## src/rtl/dma_chan_ctrl_pkg.sv

```systemverilog
// Shared types and constants for the two-channel DMA request/sequencing stage.
package dma_pkg;

  localparam int unsigned ADDR_W  = 6;
  localparam int unsigned LEN_W   = 6;
  localparam int unsigned MAX_LEN = 32;
  localparam int unsigned OFF_W   = ADDR_W - 1;
  localparam int unsigned NCH     = 2;

  // Request code bit positions: {dir, valid, ch}
  localparam int unsigned DIR = 2;
  localparam int unsigned VLD = 1;
  localparam int unsigned CH  = 0;

  localparam logic DIR_RD = 1'b0;
  localparam logic DIR_WR = 1'b1;

  typedef enum logic [1:0] {
    IDLE = 2'd0,
    HOLD = 2'd1,
    XFER = 2'd2,
    DONE = 2'd3
  } state_t;

  typedef struct packed {
    logic             dir;
    logic [OFF_W-1:0] start;
    logic [LEN_W-1:0] len;
  } cfg_t;

  // Lengths beyond the channel region are cut to the region size
  function automatic logic [LEN_W-1:0] clamp_len(input logic [LEN_W-1:0] len);
    return (len > LEN_W'(MAX_LEN)) ? LEN_W'(MAX_LEN) : len;
  endfunction

endpackage

```

## src/rtl/dma_chan_ctrl_if.sv

```systemverilog
// Configuration, hold-handshake and request-code signals of dma_chan_ctrl.
interface dma_chan_ctrl_if;
  import dma_pkg::*;

  logic              cfg_we;
  logic              cfg_ch;
  logic              cfg_dir;
  logic [OFF_W-1:0]  cfg_start;
  logic [LEN_W-1:0]  cfg_len;
  logic              holdack;
  logic              hRDY;
  logic              intrack;
  logic              rhr;
  logic [2:0]        intrREQ;
  logic [ADDR_W-1:0] Addressin;
  logic [NCH-1:0]    busy;
  logic [NCH-1:0]    done;

  modport master (
    input  cfg_we, cfg_ch, cfg_dir, cfg_start, cfg_len,
    input  holdack, hRDY, intrack,
    output rhr, intrREQ, Addressin, busy, done
  );

  modport slave (
    output cfg_we, cfg_ch, cfg_dir, cfg_start, cfg_len,
    output holdack, hRDY, intrack,
    input  rhr, intrREQ, Addressin, busy, done
  );

endinterface

```

## src/rtl/dma_chan_ctrl_regs.sv

```systemverilog
// One channel: latched config, wrapping offset counter, remaining count, busy flag.
module dma_chan_regs
  import dma_pkg::*;
(
  input  logic             clk,
  input  logic             rst_n,
  input  logic             cfg_we,
  input  cfg_t             cfg,
  input  logic             beat,
  input  logic             clear,
  output logic             busy,
  output logic             dir,
  output logic [OFF_W-1:0] offset,
  output logic [LEN_W-1:0] remaining
);

  logic arm;

  // Writes to an armed channel and zero-length writes leave it untouched
  assign arm = cfg_we && !busy && (cfg.len != '0);

  always_ff @(posedge clk or negedge rst_n) begin
    if (!rst_n) begin
      busy      <= 1'b0;
      dir       <= DIR_RD;
      offset    <= '0;
      remaining <= '0;
    end else if (arm) begin
      busy      <= 1'b1;
      dir       <= cfg.dir;
      offset    <= cfg.start;
      remaining <= clamp_len(cfg.len);
    end else begin
      if (beat) begin
        // Offset wraps inside the region; the channel bit never changes
        offset    <= offset + OFF_W'(1);
        remaining <= remaining - LEN_W'(1);
      end
      if (clear) begin
        busy <= 1'b0;
      end
    end
  end

endmodule

```

## src/rtl/dma_chan_ctrl.sv

```systemverilog
// Two-channel DMA request sequencer: arbitration, hold handshake, per-beat addressing.
// DMA_CHAN_RR_ARB_EN selects round-robin arbitration; default is fixed channel-0 priority.
module dma_chan_ctrl
  import dma_pkg::*;
(
  input  logic            clk,
  input  logic            rst_n,
  dma_chan_ctrl_if.master bus
);

  state_t            state, state_nxt;
  logic              sel, sel_nxt;
  logic              grant;
  logic              accept;
  logic              rhr_nxt;
  logic [2:0]        req_nxt;
  logic [ADDR_W-1:0] addr_nxt;
  logic [NCH-1:0]    done_nxt;
  logic [NCH-1:0]    ch_busy, ch_dir, ch_beat, ch_clear;
  logic [OFF_W-1:0]  ch_off [NCH];
  logic [LEN_W-1:0]  ch_rem [NCH];
  logic [OFF_W-1:0]  cur_off;
  cfg_t              cfg;

  assign cfg      = {bus.cfg_dir, bus.cfg_start, bus.cfg_len};
  assign bus.busy = ch_busy;
  assign cur_off  = ch_off[sel];
  assign accept   = (state == XFER) && bus.intrack && bus.hRDY && bus.holdack;

  for (genvar g = 0; g < NCH; g++) begin : g_ch
    dma_chan_regs u_regs (
      .clk       (clk),
      .rst_n     (rst_n),
      .cfg_we    (bus.cfg_we && (bus.cfg_ch == 1'(g))),
      .cfg       (cfg),
      .beat      (ch_beat[g]),
      .clear     (ch_clear[g]),
      .busy      (ch_busy[g]),
      .dir       (ch_dir[g]),
      .offset    (ch_off[g]),
      .remaining (ch_rem[g])
    );
  end

`ifdef DMA_CHAN_RR_ARB_EN
  logic last_served;

  // Resets to 1 so channel 0 takes the first contested grant
  always_ff @(posedge clk or negedge rst_n) begin
    if (!rst_n) begin
      last_served <= 1'b1;
    end else if ((state == IDLE) && (|ch_busy)) begin
      last_served <= grant;
    end
  end

  always_comb begin
    grant = (&ch_busy) ? ~last_served : ~ch_busy[0];
  end
`else
  always_comb begin
    grant = ~ch_busy[0];
  end
`endif

  always_ff @(posedge clk or negedge rst_n) begin
    if (!rst_n) begin
      state         <= IDLE;
      sel           <= 1'b0;
      bus.rhr       <= 1'b0;
      bus.intrREQ   <= '0;
      bus.Addressin <= '0;
      bus.done      <= '0;
    end else begin
      state         <= state_nxt;
      sel           <= sel_nxt;
      bus.rhr       <= rhr_nxt;
      bus.intrREQ   <= req_nxt;
      bus.Addressin <= addr_nxt;
      bus.done      <= done_nxt;
    end
  end

  // Outputs are computed one edge ahead so that every port comes from a flop
  always_comb begin
    state_nxt = state;
    sel_nxt   = sel;
    rhr_nxt   = bus.rhr;
    req_nxt   = bus.intrREQ;
    addr_nxt  = bus.Addressin;
    done_nxt  = '0;
    ch_beat   = '0;
    ch_clear  = '0;

    case (state)
      IDLE: begin
        if (|ch_busy) begin
          sel_nxt   = grant;
          state_nxt = HOLD;
          rhr_nxt   = 1'b1;
          req_nxt   = {ch_dir[grant], 1'b0, grant};
        end
      end
      HOLD: begin
        if (bus.holdack) begin
          state_nxt = XFER;
          req_nxt   = {ch_dir[sel], 1'b1, sel};
          addr_nxt  = {sel, cur_off};
        end
      end
      XFER: begin
        if (!bus.holdack) begin
          // Bus taken back: keep requesting hold and resume at the same address
          state_nxt    = HOLD;
          req_nxt[VLD] = 1'b0;
        end else if (accept) begin
          ch_beat[sel] = 1'b1;
          if (ch_rem[sel] == LEN_W'(1)) begin
            state_nxt     = DONE;
            rhr_nxt       = 1'b0;
            req_nxt[VLD]  = 1'b0;
            done_nxt[sel] = 1'b1;
          end else begin
            addr_nxt = {sel, OFF_W'(cur_off + OFF_W'(1))};
          end
        end
      end
      DONE: begin
        ch_clear[sel] = 1'b1;
        state_nxt     = IDLE;
        req_nxt       = '0;
      end
      default: begin
        state_nxt = IDLE;
      end
    endcase
  end

endmodule

```

## src/flat_wrapper.sv

```systemverilog
// flat-port wrapper written by rule: the top's interface ports become plain ports
module dma_chan_ctrl_flat import dma_pkg::*;
  (clk, rst_n, bus_cfg_we, bus_cfg_ch, bus_cfg_dir, bus_cfg_start, bus_cfg_len, bus_holdack, bus_hRDY, bus_intrack, bus_rhr, bus_intrREQ, bus_Addressin, bus_busy, bus_done);
  dma_chan_ctrl_if bus_i ();
  input  logic clk;
  input  logic rst_n;
  input wire logic [$bits(bus_i.cfg_we)-1:0] bus_cfg_we;
  input wire logic [$bits(bus_i.cfg_ch)-1:0] bus_cfg_ch;
  input wire logic [$bits(bus_i.cfg_dir)-1:0] bus_cfg_dir;
  input wire logic [$bits(bus_i.cfg_start)-1:0] bus_cfg_start;
  input wire logic [$bits(bus_i.cfg_len)-1:0] bus_cfg_len;
  input wire logic [$bits(bus_i.holdack)-1:0] bus_holdack;
  input wire logic [$bits(bus_i.hRDY)-1:0] bus_hRDY;
  input wire logic [$bits(bus_i.intrack)-1:0] bus_intrack;
  output wire logic [$bits(bus_i.rhr)-1:0] bus_rhr;
  output wire logic [$bits(bus_i.intrREQ)-1:0] bus_intrREQ;
  output wire logic [$bits(bus_i.Addressin)-1:0] bus_Addressin;
  output wire logic [$bits(bus_i.busy)-1:0] bus_busy;
  output wire logic [$bits(bus_i.done)-1:0] bus_done;
  assign bus_i.cfg_we = bus_cfg_we;
  assign bus_i.cfg_ch = bus_cfg_ch;
  assign bus_i.cfg_dir = bus_cfg_dir;
  assign bus_i.cfg_start = bus_cfg_start;
  assign bus_i.cfg_len = bus_cfg_len;
  assign bus_i.holdack = bus_holdack;
  assign bus_i.hRDY = bus_hRDY;
  assign bus_i.intrack = bus_intrack;
  assign bus_rhr = bus_i.rhr;
  assign bus_intrREQ = bus_i.intrREQ;
  assign bus_Addressin = bus_i.Addressin;
  assign bus_busy = bus_i.busy;
  assign bus_done = bus_i.done;
  dma_chan_ctrl u_core (.clk(clk), .rst_n(rst_n), .bus(bus_i));
endmodule
```

## config.mk

```make
export PLATFORM = sky130hd
export DESIGN_NAME = dma_chan_ctrl_flat
export DESIGN_NICKNAME = d
export VERILOG_FILES = /design/src/rtl/dma_chan_ctrl_pkg.sv /design/src/rtl/dma_chan_ctrl_if.sv /design/src/rtl/dma_chan_ctrl_regs.sv /design/src/rtl/dma_chan_ctrl.sv /design/src/flat_wrapper.sv
export SDC_FILE = /design/constraint.sdc
export NUM_CORES = 1
export LEC_CHECK = 0
export CAP_MARGIN = 10
export CORE_MARGIN = 3
export CORE_UTILIZATION = 41
export DETAILED_ROUTE_END_ITERATION = 7
export HOLD_SLACK_MARGIN = 0.02
export PLACE_DENSITY_LB_ADDON = 0.12
export RECOVER_POWER = 100
export SLEW_MARGIN = 10
export SYNTH_ARGS = -nofsm -noshare
export SYNTH_HDL_FRONTEND = slang
export SYNTH_HIERARCHICAL = 1
export SYNTH_SLANG_ARGS = --single-unit
```

## constraint.sdc

```tcl
create_clock -name clk -period 2.4 [get_ports clk]
set_clock_uncertainty 0.15 [all_clocks]
set_input_delay 0.6 -clock clk [delete_from_list [all_inputs] [get_ports clk]]
set_output_delay 0.6 -clock clk [all_outputs]
set_load 0.1 [all_outputs]
```

; ---- Word-level counts from Yosys, hierarchy flattened
; Index checks and enable logic that the tools add are counted.
[classes]
n_bitwise = 3
magnitude_cmp = 5
mux = 55
addsub = 5
n_eq_ne = 12
n_reduce_logical = 27
[op_table]
columns = op, n
row1 = 6-bit 2-to-1 mux, 12
row2 = 5-bit 2-to-1 mux, 7
row3 = 2-bit 2-to-1 mux, 13
row4 = 5-bit by 1-bit adder with 5-bit output (second input constant), 3
row5 = 1-bit 2-to-1 mux, 14
row6 = 6-bit case mux with 2 select lines, 1
row7 = 2-bit nonzero test, 6
row8 = 6-bit by 1-bit subtractor with 6-bit output (second input constant), 2
row9 = 1-bit logical AND, 10
row10 = 5-bit AND reduction, 2
row11 = 2-bit inequality test (second input constant), 4
row12 = 2-bit case mux with 4 select lines, 1
row13 = 6-bit by 1-bit equality test with 1-bit output (second input constant), 1
row14 = 6-bit greater-than comparator (second input constant), 1
row15 = 3-bit 2-to-1 mux, 2
row16 = 1-bit case mux with 3 select lines, 2
row17 = 6-bit nonzero test, 1
row18 = 2-bit equality test (second input constant), 2
row19 = 1-bit by 2-bit less-than comparator with 1-bit output (second input constant), 2
row20 = 2-bit by 1-bit inequality test with 1-bit output (second input constant), 2
row21 = 1-bit case mux with 4 select lines, 1
row22 = 4-bit AND reduction, 1
row23 = 3-bit by 2-bit inequality test with 1-bit output (second input constant), 1
row24 = 3-bit inequality test (second input constant), 1
row25 = other kinds (13), 15
[word_totals]
inputBits = 19
word_cells = 122
ff_bits = 41

; ---- Logic depth before layout (Yosys ltp)
[depth]
word_depth = 9
ltp_mapped = 8
mapped_depth_nobuf = 7

; ---- Modules after synthesis
; The synthesis kept the hierarchy.
[by_module_without_submodules]
columns = mod, area_per_inst_um2, instances, seq_area_each_um2, cells_per_inst
row1 = dma_chan_regs, 696.9, 2, 325.3, 62
row2 = dma_chan_ctrl, 942.2, 1, 375.4, 98

; ---- Worst setup path after synthesis
; Ideal clock, no wire load.
[synth_path]
path_type = input to register
start = in bus_holdack
end = reg u_core.g_ch[0].u_regs.remaining[5]
path_buffers = 0
required_time_ns = 2.168
path_slack_ns = 0.011
arrival_time_ns = 2.157
path_stages = 6
setup_time_ns = 0.082
path_cell_list = inv_1 or3_1 nor2_1 or4b_4 or4_1 a31oi_1
[synth_via]
elab_chain_cells = 5
[synth_rtl]
columns = element, line_no
row1 = from (decl), flat_wrapper.sv:12  ; input wire logic [$bits(bus_i.holdack)-1:0] bus_holdack;
row2 = 1-bit logical AND, dma_chan_ctrl.sv:28  ; assign accept = (state == XFER) && bus.intrack && bus.hRDY && bus.holdack;
row3 = 2-bit 2-to-1 mux, dma_chan_ctrl.sv:116  ; end else if (accept) begin
row4 = 2-bit 2-to-1 mux (*), dma_chan_ctrl.sv:112  ; if (!bus.holdack) begin
row5 = 2-bit 2-to-1 mux (*), dma_chan_ctrl.sv:95  ; case (state)
row6 = named net u_core.ch_beat[0], dma_chan_ctrl.sv:19  ; logic [NCH-1:0] ch_busy, ch_dir, ch_beat, ch_clear;
row7 = 2-bit nonzero test (no line) (*), --
row8 = to (signal assigned), dma_chan_ctrl_regs.sv:32  ; remaining <= clamp_len(cfg.len);
row9 = to (signal assigned), dma_chan_ctrl_regs.sv:37  ; remaining <= remaining - LEN_W'(1);
row10 = to (decl), dma_chan_ctrl_regs.sv:14  ; output logic [LEN_W-1:0] remaining
; Mark *: on every way through the listed nets, which the timed path passes. The rest lies on a longest branch.
; A chain may end at the register's enable or synchronous reset.

; ---- Final worst setup path
[layout_path]
start = in bus_hRDY
end = reg u_core.g_ch[0].u_regs.remaining[5]
[layout_via]
elab_chain_cells = 6
[layout_rtl]
columns = element, line_no
row1 = from (decl), flat_wrapper.sv:13  ; input wire logic [$bits(bus_i.hRDY)-1:0] bus_hRDY;
row2 = 1-bit logical AND (2 in series), dma_chan_ctrl.sv:28
row3 = 2-bit 2-to-1 mux, dma_chan_ctrl.sv:116
row4 = 2-bit 2-to-1 mux, dma_chan_ctrl.sv:112
row5 = 2-bit 2-to-1 mux, dma_chan_ctrl.sv:95
row6 = named net u_core.ch_beat[0], dma_chan_ctrl.sv:19
row7 = 2-bit nonzero test (no line), --
; The timed path passes the listed nets, and every way through them passes these cells.

==> metrics.md <==
| Metric | Value |
|---|---|
| Vias | `1857` |
| Post-layout min period | `about 2.3 ns` |
| Clock H-tree levels | `2` |
| Residual DRC | `0` |
| # diodes | `0` |
| Post-detail-place hpwl | `approximately 3.9 mm` |
| Detailed Route WL | `5.17 mm` |
| Via-to-Cell Ratio | `5.23` |
| DP Area | `2950 sq um` |
| Worst-path clk slew | `0.08 ns` |
| Die Y | `81.5 um` |
| Hold_buf cts | `0` |
| Yosys cell types | `42` |
| DRT iter0 DRCs | `88` |
| Clk Latency, worst-skew pair | `around 0.29 ns` |
| Max capacitance violation total | `0` |
| Pwr dens | `between 1000 and 1500 nW/um^2` |
| WP data required | `2.45 ns` |
| Worst-margin pin slew | `1.11 ns` |
| Layout cells sized above 1 | `between 30% and 40%` |
| Buffers on Ports | `32` |
| Outcome | `complete, no violations` |
| Largest net degree at the start of global routing | `22` |
| Worst VDD drop | `between 0.0007 and 0.0008 V` |
| Core area | `5300 sq um` |
| Leakage Power | `1.27 nW` |
| Max FO, Critical Path | `2` |
| Die X-Extent | `81.5 um` |
| Final Worst Setup Slack | `0.0927 ns` |
| Sequential fraction of the synthesis area | `43.9%` |
| Net Count, Synth | `roughly 250` |
| Vias in the first global route | `1820` |
| Worst setup path startpoint | `bus_hRDY` |
| FF-to-FF path depth | `6` |
| Relative slew slack | `26.2%` |
| Synth top area cells | `dfrtp_1 (44%), mux2_2 (10%), xnor2_1 (4.9%)` |
| Critical path endpoint category | `flop` |
| Count of state elements after synthesis | `41` |
| Num CTS Buffers | `5` |
| Ys Warns | `6` |
| Fmax achieved | `roughly 430 MHz` |
| Ys async rst share | `100%` |
| R2r endpoint | `u_core/g_ch[0].u_regs/remaining[5]` |
| R2r startpoint | `u_core/state[0]` |
| Largest area contributor in the netlist | `dfrtp_1` |
| Cells after synthesis | `~220` |
| Final Cell Area | `2960 sq um` |
| Root buffer cell | `clkbuf_8` |
| Total die area | `6640 sq um` |
| GP Congestion | `0.819` |
| Mapped cell area | `2340 sq um` |
| Setup_tns | `0 ns` |
| EDFF count, synth | `0` |
| Total GRT Usage | `17.0%` |
| Final hold violations | `0` |
| Area grow syn2layout | `26.5%` |
| Startpoint types | `input port` |
| # setup viols final | `0` |
| Kind of critical path | `input port to flop` |
| Ys flop type | `dfrtp_1` |
| Post-route ant nets | `0` |
| Antenna violations before repair | `0` |
| Worst hold path type | `input port to asynchronous set/reset pin` |
| Top-Level Pins | `33` |
| Max Root-Sink Buffers | `2` |
| Aggregate global routing overflow | `0` |
| Post-synth top area share | `43.9%` |
| Rows | `26` |
| RSZ-0062 raised after global routing | `false` |
| Pre-antenna DRT Iters | `4` |
| Final #Nets | `310` |
| Period utilization | `a little over nine tenths` |
| Routed WL per cell | `~15 um` |
| Worst slack, placed | `-0.639 ns` |
| Worst Path Arrival | `2.36 ns` |
| Mean Syn Cell Area | `10.5 sq um` |
| Final slew viol count | `0` |
| Sink Count | `roughly 40` |
| First-pass GRT wire length | `around 8.5 mm` |
| TritonCTS clock tree | `yes` |
| Fill cell count | `483` |
| Initial Util | `about 44%` |
| R2R Setup Slk | `0.13 ns` |
-- metal layers --
metal / track usage (%) / wire (um)
met5: 0 / 0
met2: 27.9 / 2460
met4: 3.21 / 31
met1: 22.9 / 2430
met3: 4.17 / 240
-- worst max-delay path, cell delays in order --
cell and delay, ns:
clkdlybuf4s15_1 0.17, nand2_2 0.06, or3_4 0.38, nor2_4 0.09, or4b_4 0.46, or4_1 0.40, a31oi_1 0.19
-- where the power goes --
group          leakage (nW)  total [mW]  internal (mW)  switching [mW]
logic                 0.733        1.96          0.720            1.24
registers             0.500        1.32          0.999           0.320
clock network        0.0399       0.416          0.192           0.225
-- synthesized netlist by cell type, types with 3 or more instances --
| master | instances |
|---|---|
| dfrtp_1 | 41 |
| mux2_2 | 21 |
| o21ai_0 | 15 |
| nand2_1 | 14 |
| xnor2_1 | 13 |
| inv_1 | 11 |
| nor2_1 | 11 |
| a21oi_1 | 9 |
| or3b_2 | 8 |
| xor2_1 | 7 |
| clkbuf_1 | 5 |
| ha_1 | 5 |
| mux2i_1 | 5 |
| nand2b_1 | 5 |
| a31oi_1 | 4 |
| nand4_1 | 4 |
| nor2b_1 | 4 |
| nor4_1 | 4 |
| and2_1 | 3 |
| nand3b_1 | 3 |
-- layout by cell type (no fill, tap or decap), types with 2 or more instances in the layout --
cell,instances
nand2_1,13
a31oi_1,4
a21oi_1,9
or4_1,2
nand2b_1,4
o31ai_1,2
o21ai_0,15
inv_1,10
nor2_1,10
xor2_1,7
nand3b_1,3
buf_4,24
or3b_2,8
clkdlybuf4s15_1,2
xnor2_1,13
or4b_4,2
nor4bb_1,2
clkbuf_2,17
mux2_2,20
nor3_1,2
clkbuf_8,5
nor4_1,4
and2_1,2
mux2i_1,5
ha_1,5
a21o_1,2
a211oi_1,2
dfrtp_1,41
clkbuf_1,5
nor2b_1,4
o32ai_1,2
clkdlybuf4s50_1,13
nand4_1,4
-- cell type report --
class                           instances  area (sq um)  share of cell area [%]
Clock buffer                            5          68.8                    2.33
Clock inverter                          1          5.00                   0.169
Inverter                               11          41.3                    1.40
Multi-Input combinational cell        164          1260                    42.7
Sequential cell                        41          1030                    34.7
Tap cell                               70          87.6                    2.96
Timing Repair Buffer                   63           464                    15.7
-- state kept, by name, summed over array words and instances, names as in the netlist --
register	cells
u_core/g_ch.u_regs/offset	10
u_core/bus.Addressin	6
u_core/bus.rhr	1
u_core/g_ch.u_regs/remaining	12
u_core/state	2
u_core/g_ch.u_regs/busy	2
u_core/bus.intrREQ	3
u_core/sel	1
u_core/g_ch.u_regs/dir	2
u_core/bus.done	2
-- stage by stage --
| step | hold WS, ns | power [mW] | cells | util, % |
|---|---|---|---|---|
| floorplan | 0.154 | 2.82 | 222 | - |
| global placement | 0.338 | 3.40 | 346 | 55.6 |
| detailed placement | 0.348 | 3.43 | 346 | 55.6 |
| CTS | 0.132 | 3.88 | 355 | 58.0 |
| global route | 0.379 | 3.98 | 355 | 55.7 |
| finish | 0.347 | 3.70 | 355 | 55.7 |
-- how the worst max path moves through the flow --
stage                                         endpoint  depth (start not counted)  slack [ns]
global route        u_core/g_ch[0].u_regs/remaining[5]                          7      0.0007
finish              u_core/g_ch[0].u_regs/remaining[5]                          7        0.09
detailed placement  u_core/g_ch[0].u_regs/remaining[5]                          7       -0.64
floorplan           u_core/g_ch[0].u_regs/remaining[5]                          6        0.01
global placement    u_core/g_ch[0].u_regs/remaining[5]                          7       -0.54
CTS                 u_core/g_ch[0].u_regs/remaining[5]                          7       0.007
-- what timing repair did --
action / CTS / global route
pin swaps: 5 / 5
buffers inserted: 3 / 0
setup endpoints to repair: 6 / 2
gates resized for setup: 14 / 1
-- cells by family (layout without fill, tap and decap cells) --
logic type      Yosys count  in the layout  synth area share (%)
simple gates             71             71                  18.9
compound gates           41             41                  11.2
flops                    41             41                  43.9
mux                      27             27                  12.9
xor+xnor                 20             20                  7.50
buf+inv                  17             80                  2.89
fa+ha+maj                 5              5                  2.68
(Power assumes the default switching activity.)
